<file path="config.mk">
export PLATFORM = sky130hd
export DESIGN_NAME = alu_ctrl_flat
export DESIGN_NICKNAME = d
export VERILOG_FILES = /design/src/rtl/alu_pkg.sv /design/src/rtl/alu_ctrl_if.sv /design/src/rtl/alu_ctrl_muldiv.sv /design/src/rtl/alu_ctrl.sv /design/src/flat_wrapper.sv
export SDC_FILE = /design/constraint.sdc
export NUM_CORES = 1
export LEC_CHECK = 0
export CAP_MARGIN = 40
export CORE_AREA = 4 4 157 159
export DETAILED_ROUTE_END_ITERATION = 10
export DIE_AREA = 0 0 161 163
export DONT_BUFFER_PORTS = 1
export PLACE_DENSITY = 0.66
export SLEW_MARGIN = 20
export SYNTH_ARGS = -nofsm -noshare
export SYNTH_HDL_FRONTEND = slang
export SYNTH_SLANG_ARGS = --single-unit
</file>
<file path="constraint.sdc">
create_clock -name clk -period 4.68 [get_ports clk]
set_input_delay 0 -clock clk [delete_from_list [all_inputs] [get_ports clk]]
set_output_delay 0 -clock clk [all_outputs]
set_load 0.005 [all_outputs]
</file>
<file path="src/rtl/alu_pkg.sv">
// rtl/alu_pkg.sv - shared opcodes, CCR bit indices and controller state for the ALU sequencer
package alu_pkg;

    localparam logic [3:0] OP_NOP_A = 4'b0000;
    localparam logic [3:0] OP_NOP_B = 4'b0001;
    localparam logic [3:0] OP_NOT_A = 4'b0010;
    localparam logic [3:0] OP_AND   = 4'b0011;
    localparam logic [3:0] OP_OR    = 4'b0100;
    localparam logic [3:0] OP_XOR   = 4'b0101;
    localparam logic [3:0] OP_ADD   = 4'b0110;
    localparam logic [3:0] OP_SUB   = 4'b0111;
    localparam logic [3:0] OP_MUL   = 4'b1000;
    localparam logic [3:0] OP_DIV   = 4'b1001;
    localparam logic [3:0] OP_MOD   = 4'b1010;
    localparam logic [3:0] OP_CLR_C = 4'b1011;
    localparam logic [3:0] OP_SET_C = 4'b1100;

    localparam int CCR_N = 3;
    localparam int CCR_Z = 2;
    localparam int CCR_V = 1;
    localparam int CCR_C = 0;

    typedef enum logic [1:0] {
        ST_IDLE,
        ST_EXEC,
        ST_ITER,
        ST_DONE
    } ctrl_state_t;

    // Ops that the external combinational ALU evaluates for us.
    function automatic logic is_alu_op(input logic [3:0] op);
        return op <= OP_XOR;
    endfunction

    function automatic logic is_iter_op(input logic [3:0] op);
        return (op == OP_MUL) || (op == OP_DIV) || (op == OP_MOD);
    endfunction

endpackage

</file>
<file path="src/rtl/alu_ctrl_if.sv">
// rtl/alu_ctrl_if.sv - request/response channels and ALU-facing bus of the ALU sequencer
interface alu_ctrl_if #(
    parameter int W = 16
);
    logic         req_valid;
    logic         req_ready;
    logic [3:0]   req_op;
    logic [W-1:0] req_a;
    logic [W-1:0] req_b;

    logic [3:0]   alu_op;
    logic [W-1:0] alu_a;
    logic [W-1:0] alu_b;
    logic [W-1:0] alu_res;
    logic [3:0]   alu_ccr;

    logic         rsp_valid;
    logic         rsp_ready;
    logic [W-1:0] rsp_data;
    logic [W-1:0] rsp_hi;
    logic [3:0]   rsp_ccr;
    logic         rsp_err;

    modport slave (
        input  req_valid, req_op, req_a, req_b, alu_res, alu_ccr, rsp_ready,
        output req_ready, alu_op, alu_a, alu_b,
        output rsp_valid, rsp_data, rsp_hi, rsp_ccr, rsp_err
    );

    modport master (
        output req_valid, req_op, req_a, req_b, alu_res, alu_ccr, rsp_ready,
        input  req_ready, alu_op, alu_a, alu_b,
        input  rsp_valid, rsp_data, rsp_hi, rsp_ccr, rsp_err
    );
endinterface

</file>
<file path="src/rtl/alu_ctrl_muldiv.sv">
// rtl/alu_ctrl_muldiv.sv - iterative shift-add multiplier / restoring divider, one bit per cycle
module alu_ctrl_muldiv #(
    parameter int W    = 16,
    parameter int ITER = 16
) (
    input  logic         clk,
    input  logic         rst,
    input  logic         start,
    input  logic         is_div,
    input  logic [W-1:0] a,
    input  logic [W-1:0] b,
    output logic         busy,
    output logic         done,
    output logic [W-1:0] res_lo,
    output logic [W-1:0] res_hi
);
    localparam int CW = (ITER > 1) ? $clog2(ITER) : 1;

    logic [CW-1:0] cnt;
    logic          div_q;
    logic [W-1:0]  hi;
    logic [W-1:0]  lo;
    logic [W-1:0]  m;
    logic [W-1:0]  hi_nxt;
    logic [W-1:0]  lo_nxt;
    logic [W:0]    sum;
    logic [W:0]    trial;
    logic [W:0]    diff;
    logic          fits;

    // mul: {hi,lo} is the running product with the multiplier shifting out of lo.
    // div: hi is the partial remainder, lo shifts dividend bits out and quotient bits in.
    always_comb begin
        sum    = {1'b0, hi} + (lo[0] ? {1'b0, m} : '0);
        trial  = {hi, lo[W-1]};
        diff   = trial - {1'b0, m};
        fits   = (trial >= {1'b0, m});
        hi_nxt = sum[W:1];
        lo_nxt = {sum[0], lo[W-1:1]};
        if (div_q) begin
            hi_nxt = fits ? diff[W-1:0] : trial[W-1:0];
            lo_nxt = {lo[W-2:0], fits};
        end
    end

    always_ff @(posedge clk or posedge rst) begin
        if (rst) begin
            busy  <= 1'b0;
            cnt   <= '0;
            div_q <= 1'b0;
            hi    <= '0;
            lo    <= '0;
            m     <= '0;
        end else if (start) begin
            busy  <= 1'b1;
            cnt   <= CW'(ITER - 1);
            div_q <= is_div;
            hi    <= '0;
            lo    <= a;
            m     <= b;
        end else if (busy) begin
            hi <= hi_nxt;
            lo <= lo_nxt;
            if (cnt == '0) begin
                busy <= 1'b0;
            end else begin
                cnt <= cnt - CW'(1);
            end
        end
    end

    // The final step's result is presented combinationally so the caller can register it on the same edge.
    assign done   = busy && (cnt == '0);
    assign res_lo = lo_nxt;
    assign res_hi = hi_nxt;

endmodule

</file>
<file path="src/rtl/alu_ctrl.sv">
// rtl/alu_ctrl.sv - sequencing controller around the external 16-bit ALU, owns the carry flag
// Optional ALU_CTRL_PERF_CNT_EN adds perf_ops / perf_busy counters.
module alu_ctrl
    import alu_pkg::*;
#(
    parameter int W    = 16,
    parameter int ITER = 16
) (
    input  logic       clk,
    input  logic       rst,
    alu_ctrl_if.slave  bus
`ifdef ALU_CTRL_PERF_CNT_EN
    ,
    output logic [31:0] perf_ops,
    output logic [31:0] perf_busy
`endif
);
    ctrl_state_t  state;
    logic [3:0]   op_q;
    logic [W-1:0] a_q;
    logic [W-1:0] b_q;
    logic         carry;

    logic         rsp_valid_q;
    logic [W-1:0] rsp_data_q;
    logic [W-1:0] rsp_hi_q;
    logic [3:0]   rsp_ccr_q;
    logic         rsp_err_q;
    logic [3:0]   alu_op_q;
    logic [W-1:0] alu_a_q;
    logic [W-1:0] alu_b_q;

    logic         accept;
    logic         iter_start;
    logic         md_busy;
    logic         md_done;
    logic [W-1:0] md_lo;
    logic [W-1:0] md_hi;

    logic [W-1:0] x_data;
    logic [W-1:0] x_hi;
    logic [3:0]   x_ccr;
    logic         x_v;
    logic         x_err;
    logic         x_use_alu_flags;
    logic         c_nxt;
    logic [W:0]   sum17;
    logic [W:0]   dif17;
    logic [1:0]   unused_alu_vc;
    logic         unused_md_busy;

    assign accept     = bus.req_valid && (state == ST_IDLE);
    assign iter_start = accept && is_iter_op(bus.req_op) && (bus.req_b != '0);

    alu_ctrl_muldiv #(
        .W    (W),
        .ITER (ITER)
    ) u_muldiv (
        .clk    (clk),
        .rst    (rst),
        .start  (iter_start),
        .is_div (bus.req_op != OP_MUL),
        .a      (bus.req_a),
        .b      (bus.req_b),
        .busy   (md_busy),
        .done   (md_done),
        .res_lo (md_lo),
        .res_hi (md_hi)
    );

    assign unused_alu_vc  = bus.alu_ccr[1:0];
    assign unused_md_busy = md_busy;

    always_comb begin
        x_data          = '0;
        x_hi            = '0;
        x_v             = 1'b0;
        x_err           = 1'b0;
        x_use_alu_flags = 1'b0;
        c_nxt           = carry;
        sum17           = {1'b0, a_q} + {1'b0, b_q};
        dif17           = {1'b0, a_q} - {1'b0, b_q};
        if (state == ST_ITER) begin
            case (op_q)
                OP_MUL: begin
                    x_data = md_lo;
                    x_hi   = md_hi;
                    x_v    = (md_hi != '0);
                end
                OP_DIV: begin
                    x_data = md_lo;
                    x_hi   = md_hi;
                end
                default: x_data = md_hi;
            endcase
        end else begin
            case (op_q)
                OP_NOP_A, OP_NOP_B, OP_NOT_A, OP_AND, OP_OR, OP_XOR: begin
                    x_data          = bus.alu_res;
                    x_use_alu_flags = 1'b1;
                end
                OP_ADD: begin
                    x_data = sum17[W-1:0];
                    c_nxt  = sum17[W];
                    x_v    = (a_q[W-1] == b_q[W-1]) && (sum17[W-1] != a_q[W-1]);
                end
                OP_SUB: begin
                    x_data = dif17[W-1:0];
                    c_nxt  = dif17[W];
                    x_v    = (a_q[W-1] != b_q[W-1]) && (dif17[W-1] != a_q[W-1]);
                end
                OP_MUL: x_data = '0;
                // Only a zero divisor reaches EXEC for div/mod.
                OP_DIV: begin
                    x_data = '1;
                    x_v    = 1'b1;
                    x_err  = 1'b1;
                end
                OP_MOD: begin
                    x_data = a_q;
                    x_v    = 1'b1;
                    x_err  = 1'b1;
                end
                OP_CLR_C: begin
                    x_data = a_q;
                    c_nxt  = 1'b0;
                end
                OP_SET_C: begin
                    x_data = a_q;
                    c_nxt  = 1'b1;
                end
                default: x_err = 1'b1;
            endcase
        end
        x_ccr        = '0;
        x_ccr[CCR_N] = x_use_alu_flags ? bus.alu_ccr[CCR_N] : x_data[W-1];
        x_ccr[CCR_Z] = x_use_alu_flags ? bus.alu_ccr[CCR_Z] : (x_data == '0);
        x_ccr[CCR_V] = x_v;
        x_ccr[CCR_C] = c_nxt;
    end

    always_ff @(posedge clk or posedge rst) begin
        if (rst) begin
            state       <= ST_IDLE;
            op_q        <= OP_NOP_A;
            a_q         <= '0;
            b_q         <= '0;
            carry       <= 1'b0;
            rsp_valid_q <= 1'b0;
            rsp_data_q  <= '0;
            rsp_hi_q    <= '0;
            rsp_ccr_q   <= '0;
            rsp_err_q   <= 1'b0;
            alu_op_q    <= OP_NOP_A;
            alu_a_q     <= '0;
            alu_b_q     <= '0;
        end else begin
            case (state)
                ST_IDLE: begin
                    if (accept) begin
                        op_q <= bus.req_op;
                        a_q  <= bus.req_a;
                        b_q  <= bus.req_b;
                        if (is_alu_op(bus.req_op)) begin
                            alu_op_q <= bus.req_op;
                            alu_a_q  <= bus.req_a;
                            alu_b_q  <= bus.req_b;
                        end
                        state <= iter_start ? ST_ITER : ST_EXEC;
                    end
                end
                ST_EXEC, ST_ITER: begin
                    if ((state == ST_EXEC) || md_done) begin
                        rsp_data_q  <= x_data;
                        rsp_hi_q    <= x_hi;
                        rsp_ccr_q   <= x_ccr;
                        rsp_err_q   <= x_err;
                        carry       <= c_nxt;
                        rsp_valid_q <= 1'b1;
                        state       <= ST_DONE;
                    end
                end
                ST_DONE: begin
                    if (bus.rsp_ready) begin
                        rsp_valid_q <= 1'b0;
                        state       <= ST_IDLE;
                    end
                end
                default: state <= ST_IDLE;
            endcase
        end
    end

    assign bus.req_ready = (state == ST_IDLE);
    assign bus.rsp_valid = rsp_valid_q;
    assign bus.rsp_data  = rsp_data_q;
    assign bus.rsp_hi    = rsp_hi_q;
    assign bus.rsp_ccr   = rsp_ccr_q;
    assign bus.rsp_err   = rsp_err_q;
    assign bus.alu_op    = alu_op_q;
    assign bus.alu_a     = alu_a_q;
    assign bus.alu_b     = alu_b_q;

`ifdef ALU_CTRL_PERF_CNT_EN
    always_ff @(posedge clk or posedge rst) begin
        if (rst) begin
            perf_ops  <= '0;
            perf_busy <= '0;
        end else begin
            if (rsp_valid_q && bus.rsp_ready) begin
                perf_ops <= perf_ops + 32'd1;
            end
            if (state != ST_IDLE) begin
                perf_busy <= perf_busy + 32'd1;
            end
        end
    end
`endif

endmodule

</file>
<file path="src/flat_wrapper.sv">
// flat-port wrapper written by rule: the top's interface ports become plain ports
module alu_ctrl_flat import alu_pkg::*;
#(
    parameter int W    = 16,
    parameter int ITER = 16
)
  (clk, rst, bus_req_valid, bus_req_op, bus_req_a, bus_req_b, bus_alu_res, bus_alu_ccr, bus_rsp_ready, bus_req_ready, bus_alu_op, bus_alu_a, bus_alu_b, bus_rsp_valid, bus_rsp_data, bus_rsp_hi, bus_rsp_ccr, bus_rsp_err);
  alu_ctrl_if #(.W(W)) bus_i ();
  input  logic clk;
  input  logic rst;
  input wire logic [$bits(bus_i.req_valid)-1:0] bus_req_valid;
  input wire logic [$bits(bus_i.req_op)-1:0] bus_req_op;
  input wire logic [$bits(bus_i.req_a)-1:0] bus_req_a;
  input wire logic [$bits(bus_i.req_b)-1:0] bus_req_b;
  input wire logic [$bits(bus_i.alu_res)-1:0] bus_alu_res;
  input wire logic [$bits(bus_i.alu_ccr)-1:0] bus_alu_ccr;
  input wire logic [$bits(bus_i.rsp_ready)-1:0] bus_rsp_ready;
  output wire logic [$bits(bus_i.req_ready)-1:0] bus_req_ready;
  output wire logic [$bits(bus_i.alu_op)-1:0] bus_alu_op;
  output wire logic [$bits(bus_i.alu_a)-1:0] bus_alu_a;
  output wire logic [$bits(bus_i.alu_b)-1:0] bus_alu_b;
  output wire logic [$bits(bus_i.rsp_valid)-1:0] bus_rsp_valid;
  output wire logic [$bits(bus_i.rsp_data)-1:0] bus_rsp_data;
  output wire logic [$bits(bus_i.rsp_hi)-1:0] bus_rsp_hi;
  output wire logic [$bits(bus_i.rsp_ccr)-1:0] bus_rsp_ccr;
  output wire logic [$bits(bus_i.rsp_err)-1:0] bus_rsp_err;
  assign bus_i.req_valid = bus_req_valid;
  assign bus_i.req_op = bus_req_op;
  assign bus_i.req_a = bus_req_a;
  assign bus_i.req_b = bus_req_b;
  assign bus_i.alu_res = bus_alu_res;
  assign bus_i.alu_ccr = bus_alu_ccr;
  assign bus_i.rsp_ready = bus_rsp_ready;
  assign bus_req_ready = bus_i.req_ready;
  assign bus_alu_op = bus_i.alu_op;
  assign bus_alu_a = bus_i.alu_a;
  assign bus_alu_b = bus_i.alu_b;
  assign bus_rsp_valid = bus_i.rsp_valid;
  assign bus_rsp_data = bus_i.rsp_data;
  assign bus_rsp_hi = bus_i.rsp_hi;
  assign bus_rsp_ccr = bus_i.rsp_ccr;
  assign bus_rsp_err = bus_i.rsp_err;
  alu_ctrl #(.W(W), .ITER(ITER)) u_core (.clk(clk), .rst(rst), .bus(bus_i));
endmodule
</file>
==> impl_metrics.toml, run 1 <==
[synthesis]
synth_cell_types = 76
syn_nets = 1435
yosys_warnings = 0
synth.avg_cell_area_um2 = 8.77
synth-edff-count = 0
syn_inst = 1300
yosysSeqAreaShare_pct = 36.4
synth-main-ff-cell = "dfrtp_1"
async_flop_share_pct = 100
syn-cell-area_um2 = 11400
synth.ff_latch_count = 166

[sta]
timing.hold.ws_ns = 0.0590
slew_viol_final = 0
setup_viol = 0
finClkSkew_ns = 0.0138
worst_pin_slew_ns = 0.922
period_share_pct = 89.3
finalCriticalPeriod_ns = 4.18
setup_tns_ns = 0
rsz0062_at_grt = "false"
fmax_ghz = 0.239
finalHoldViolations = 0
slew_headroom_pct = 37.8

[clocking]
clock-sinks = 166
root_buffer = "clkbuf_16"
cts_tree = "done"
insertion_delay_ns = 0.45
cts_inserted_buffers = 17
clockBufferDepth = 2
h-tree-depth = 4
cts-resized-gates = 0
clk_pin_slew_ns = 0.08

[worst_setup_path]
end_kind = "flip-flop"
timing.rr.start = "u_core.u_muldiv.lo[0]"
cp-start-kind = "flip-flop"
reg2reg_to = "u_core.bus.rsp_ccr[2]"
r2r_cells = 13
critPathRequiredTime_ns = 5.06
arrival_ns = 4.56
crit_fanout = 18
rrSetupSlack_ns = 0.50
crit_type = "flip-flop to flip-flop"

[layout]
layout-drive-gt1-share_pct = 11.9
layout.nets = 1444
areaGrowthSynthToFinish_pct = 11.7
layout_common_cells = "dfrtp_1 (164), nand2_1 (157), o21ai_0 (120)"
final_area_um2 = 12700
final_common_cell = "dfrtp_1"
final_core_util_pct = 54.8

[route]
wl_per_cell_um = 22.3
vias = 10000
route.detailed.drc = 0
dr.first_iter.drc_count = 972
antenna_left = 0
viasPerCell = 6.09
drt_pass1_iterations = 5
totalWireLength_um = 36700

[grt]
grt_pass1_vias = 9618
grt_usage_pct = 28.1
gr-total-overflow = 0
grt_antenna_before_repair = 5
grt_first_pass_wirelength_um = 57400
grt_max_degree = 61

[placed_design]
hpwlAfterDp_um = 26700
post_dp_cell_area_um2 = 11700
gp_congestion = 0.968
port_buffers = 0

[floorplan]
start_util_pct = 49.0
ios = 135
core_um2 = 23300
die-width_um = 161
die_area_um2 = 26200
fp.dieH_um = 163
rows = 56

[run_status]
status = "completed"

[worst_hold_path]
hp-class = "primary input to asynchronous set/reset pin"

[job]
drv_cap = 0
kinds of logic (layout without fill, tap and decap cells):
logic type	after synthesis	in the layout	share of synthesized area [%]
simple gates	402	402	16.6
xor+xnor	37	37	2.84
mux	105	105	10.1
flops	166	166	36.4
fa+ha+maj	75	75	8.49
buf+inv	136	158	4.53
other cells	0	4	0
compound gates	379	379	21.1
timing repair:
action                    4_1_cts  5_1_grt
buffers inserted                0        0
hold buffers                   41        0
hold endpoints to repair      202        0
metrics by stage:
step,std cells,worst slack [ns]
floorplan,1300,0.190
global placement,1564,0.644
detailed placement,1567,0.632
CTS,1640,0.599
global route,1645,0.266
finish,1645,0.500
worst max-delay path, cell delays in order (launching register included):
cell and delay (ns):
dfrtp_1 0.59, and2_1 0.28, ha_1 0.38, a2111oi_0 0.43, o21ai_0 0.16, a31oi_1 0.31
o41ai_1 0.18, nor2_1 0.13, xnor2_1 0.08, a21oi_1 0.34, o21ai_0 0.17, or4_1 0.54
nor4_1 0.31, a41o_1 0.22
routing by layer:
layer,global-route usage [%],routed length (um)
met1,39.9,16200
met2,43.1,16300
met3,6.61,3170
met4,8.69,1000
met5,0,7
cell type report:
type	instances	area (um2)
inverter	60	230
fill	2155	10500
sequential	166	4160
multi-input combinational	998	6740
tap	319	399
antenna	4	10.0
clock buffer	19	433
clock inverter	13	135
timing repair buffer	66	638
worst max path at each step:
stage / startpoint / end / slack (ns) / depth (start not counted)
2_1_floorplan: rst / u_core.a_q[0] / 0.19 / 1
3_3_place_gp: u_core.u_muldiv.lo[0] / u_core.bus.rsp_ccr[2] / 0.64 / 15
3_5_place_dp: u_core.u_muldiv.lo[0] / u_core.bus.rsp_ccr[2] / 0.63 / 15
4_1_cts: u_core.u_muldiv.lo[0] / u_core.bus.rsp_ccr[2] / 0.60 / 15
5_1_grt: u_core.u_muldiv.lo[0] / u_core.bus.rsp_ccr[2] / 0.27 / 13
6_report: u_core.u_muldiv.lo[0] / u_core.bus.rsp_ccr[2] / 0.50 / 13
registers in the layout, indices dropped and copies added, names as in the netlist, 2 cells and up:
register,count
u_core.a_q,16
u_core.b_q,16
u_core.bus.alu_a,16
u_core.bus.alu_b,16
u_core.bus.rsp_data,16
u_core.bus.rsp_hi,16
u_core.u_muldiv.hi,16
u_core.u_muldiv.lo,16
u_core.u_muldiv.m,16
u_core.bus.alu_op,4
u_core.bus.rsp_ccr,4
u_core.op_q,4
u_core.u_muldiv.cnt,4
u_core.state,2
Yosys cell counts, types with 17 or more instances:
master / instances / area (um2)
nor2b_1: 20 / 125
dfrtp_1: 166 / 4150
mux2_2: 76 / 856
o21ai_0: 120 / 601
a211oi_1: 17 / 128
xnor2_1: 23 / 201
o211ai_1: 21 / 158
mux2i_1: 28 / 280
nand2b_1: 18 / 113
nor2_1: 91 / 342
nor3_1: 25 / 125
ha_1: 71 / 888
and2_1: 25 / 156
a21oi_1: 91 / 455
nand2_1: 158 / 593
inv_1: 60 / 225
clkbuf_1: 58 / 218
a31oi_1: 18 / 113
Power of run 1 is not shown: default switching activity piles up to over one toggle a cycle in this logic, so the estimate is an artifact.
==> run 2, diff against run 1 <==
- PLACE_DENSITY: 0.66 -> default
- clock period: 4.68 -> 3.85 ns (I/O delays scaled with it)
==> run 2 against run 1 <==
- utilization increased by 1.3 points
- register-to-register slack worse by 0.37 ns
- via count is 0.63% higher
- worst hold slack better by 0.11 ns
- critical path type unchanged
- non-clock buffer count rose by 35
- cell count grew 2.1%
- flip-flop and latch count unchanged
- count of clock-buffer cells in the layout fell by 2
- cell area rose by 2.4%
- clock skew hardly changed
==> impl_metrics.toml, run 2 (same netlist as run 1, synthesis figures left out) <==
[grt]
grt_first_pass_wirelength_um = 58600
grt_max_degree = 81
grt_antenna_before_repair = 5
grt_pass1_vias = 9638
gr-total-overflow = 0
grt_usage_pct = 29.1

[worst_setup_path]
end_kind = "flip-flop"
critPathRequiredTime_ns = 4.22
arrival_ns = 4.09
crit_fanout = 4
cp-start-kind = "flip-flop"
crit_type = "flip-flop to flip-flop"

[sta]
slew_viol_final = 0
slew_headroom_pct = 52.1
finalCriticalPeriod_ns = 3.72
setup_tns_ns = 0
rsz0062_at_grt = "false"
worst_pin_slew_ns = 0.709
finClkSkew_ns = 0.0134
period_share_pct = 96.6
setup_viol = 0
finalHoldViolations = 0
fmax_ghz = 0.269

[route]
wl_per_cell_um = 22.8
vias = 10100
route.detailed.drc = 0
drt_pass1_iterations = 6
viasPerCell = 6.00
antenna_left = 0
dr.first_iter.drc_count = 998
totalWireLength_um = 38300

[layout]
final_core_util_pct = 56.1
layout_common_cells = "dfrtp_1 (163), nand2_1 (157), o21ai_0 (119)"
areaGrowthSynthToFinish_pct = 14.5
final_common_cell = "dfrtp_1"
layout-drive-gt1-share_pct = 15.0
layout.nets = 1479

[clocking]
clockBufferDepth = 2
insertion_delay_ns = 0.44
cts_tree = "done"
cts_inserted_buffers = 17
root_buffer = "clkbuf_16"
h-tree-depth = 4
clk_pin_slew_ns = 0.08
clock-sinks = 166

[floorplan]
start_util_pct = 49.0
core_um2 = 23300
rows = 56
fp.dieH_um = 163
die_area_um2 = 26200
ios = 135
die-width_um = 161

[run_status]
status = "completed"

[placed_design]
port_buffers = 0
hpwlAfterDp_um = 28600
gp_congestion = 0.951

[job]
drv_cap = 0

[worst_hold_path]
hp-class = "primary input to flip-flop"
-- run 2: cell type report --
type / count / area (um2)
Tap cell: 319 / 399
Timing Repair Buffer: 101 / 888
Clock buffer: 17 / 425
Antenna cell: 4 / 10.0
Sequential cell: 166 / 4160
Inverter: 60 / 229
Clock inverter: 15 / 154
Multi-Input combinational cell: 998 / 6790
Fill cell: 2208 / 10200
-- run 2: timing repair --
action | 4_1_cts | 5_1_grt
hold buffers | 42 | 0
endpoints found under the setup margin | 0 | 4
gates resized for setup | 0 | 13
hold endpoints to repair | 275 | 0
buffers inserted | 0 | 2
-- run 2: layer usage --
metal | part of all wire [%] | track usage, % | vias to the layer above
li1 | - | - | 4748
met1 | 45 | 41.6 | 4872
met2 | 44 | 44.2 | 397
met3 | 8.1 | 6.71 | 54
met4 | 2.7 | 8.72 | 2
met5 | 0.018 | 0 | -
-- run 2: through the flow --
step	setup slack (ns)	instances	area, um2	hold slack, ns
after floorplan	0.509	1300	11400	0.117
after global placement	0.152	1599	12000	-0.179
after detailed placement	0.0879	1600	12000	-0.178
after CTS	0.0430	1674	13000	0.110
after global routing	0.00123	1680	13100	0.124
final	0.131	1680	13100	0.173
-- run 2: final timing paths --
| check | end | start | slack, ns | depth (start not counted) |
|---|---|---|---|---|
| setup / recovery | u_core.bus.rsp_ccr[2] | u_core.b_q[0] | 0.13 | 14 |
| hold / removal | u_core.bus.rsp_data[6] | bus_alu_res[6] | 0.17 | 4 |
| setup reg to reg | u_core.bus.rsp_ccr[2] | u_core.b_q[0] | 0.13 | 14 |
| hold reg to reg | u_core.bus.rsp_data[9] | u_core.bus.rsp_data[9] | 0.51 | 2 |
| max in group asynchronous | u_core.u_muldiv.hi[15] | rst | 2.95 | 3 |
| min in group asynchronous | u_core.u_muldiv.m[14] | rst | 0.19 | 3 |
-- run 2: critical path, cell delays in order (launching register included) --
cell,delay [ns]
dfrtp_1,0.39
ha_1,0.17
inv_1,0.06
fa_1,0.46
o21ba_2,0.26
nor3b_2,0.18
o31a_1,0.17
o21ai_1,0.12
a311o_1,0.37
a31o_2,0.21
nand3_1,0.14
o21ai_1,0.11
or4_1,0.56
nor4_2,0.24
a41o_1,0.20
Power of run 2 is left out for the same reason.
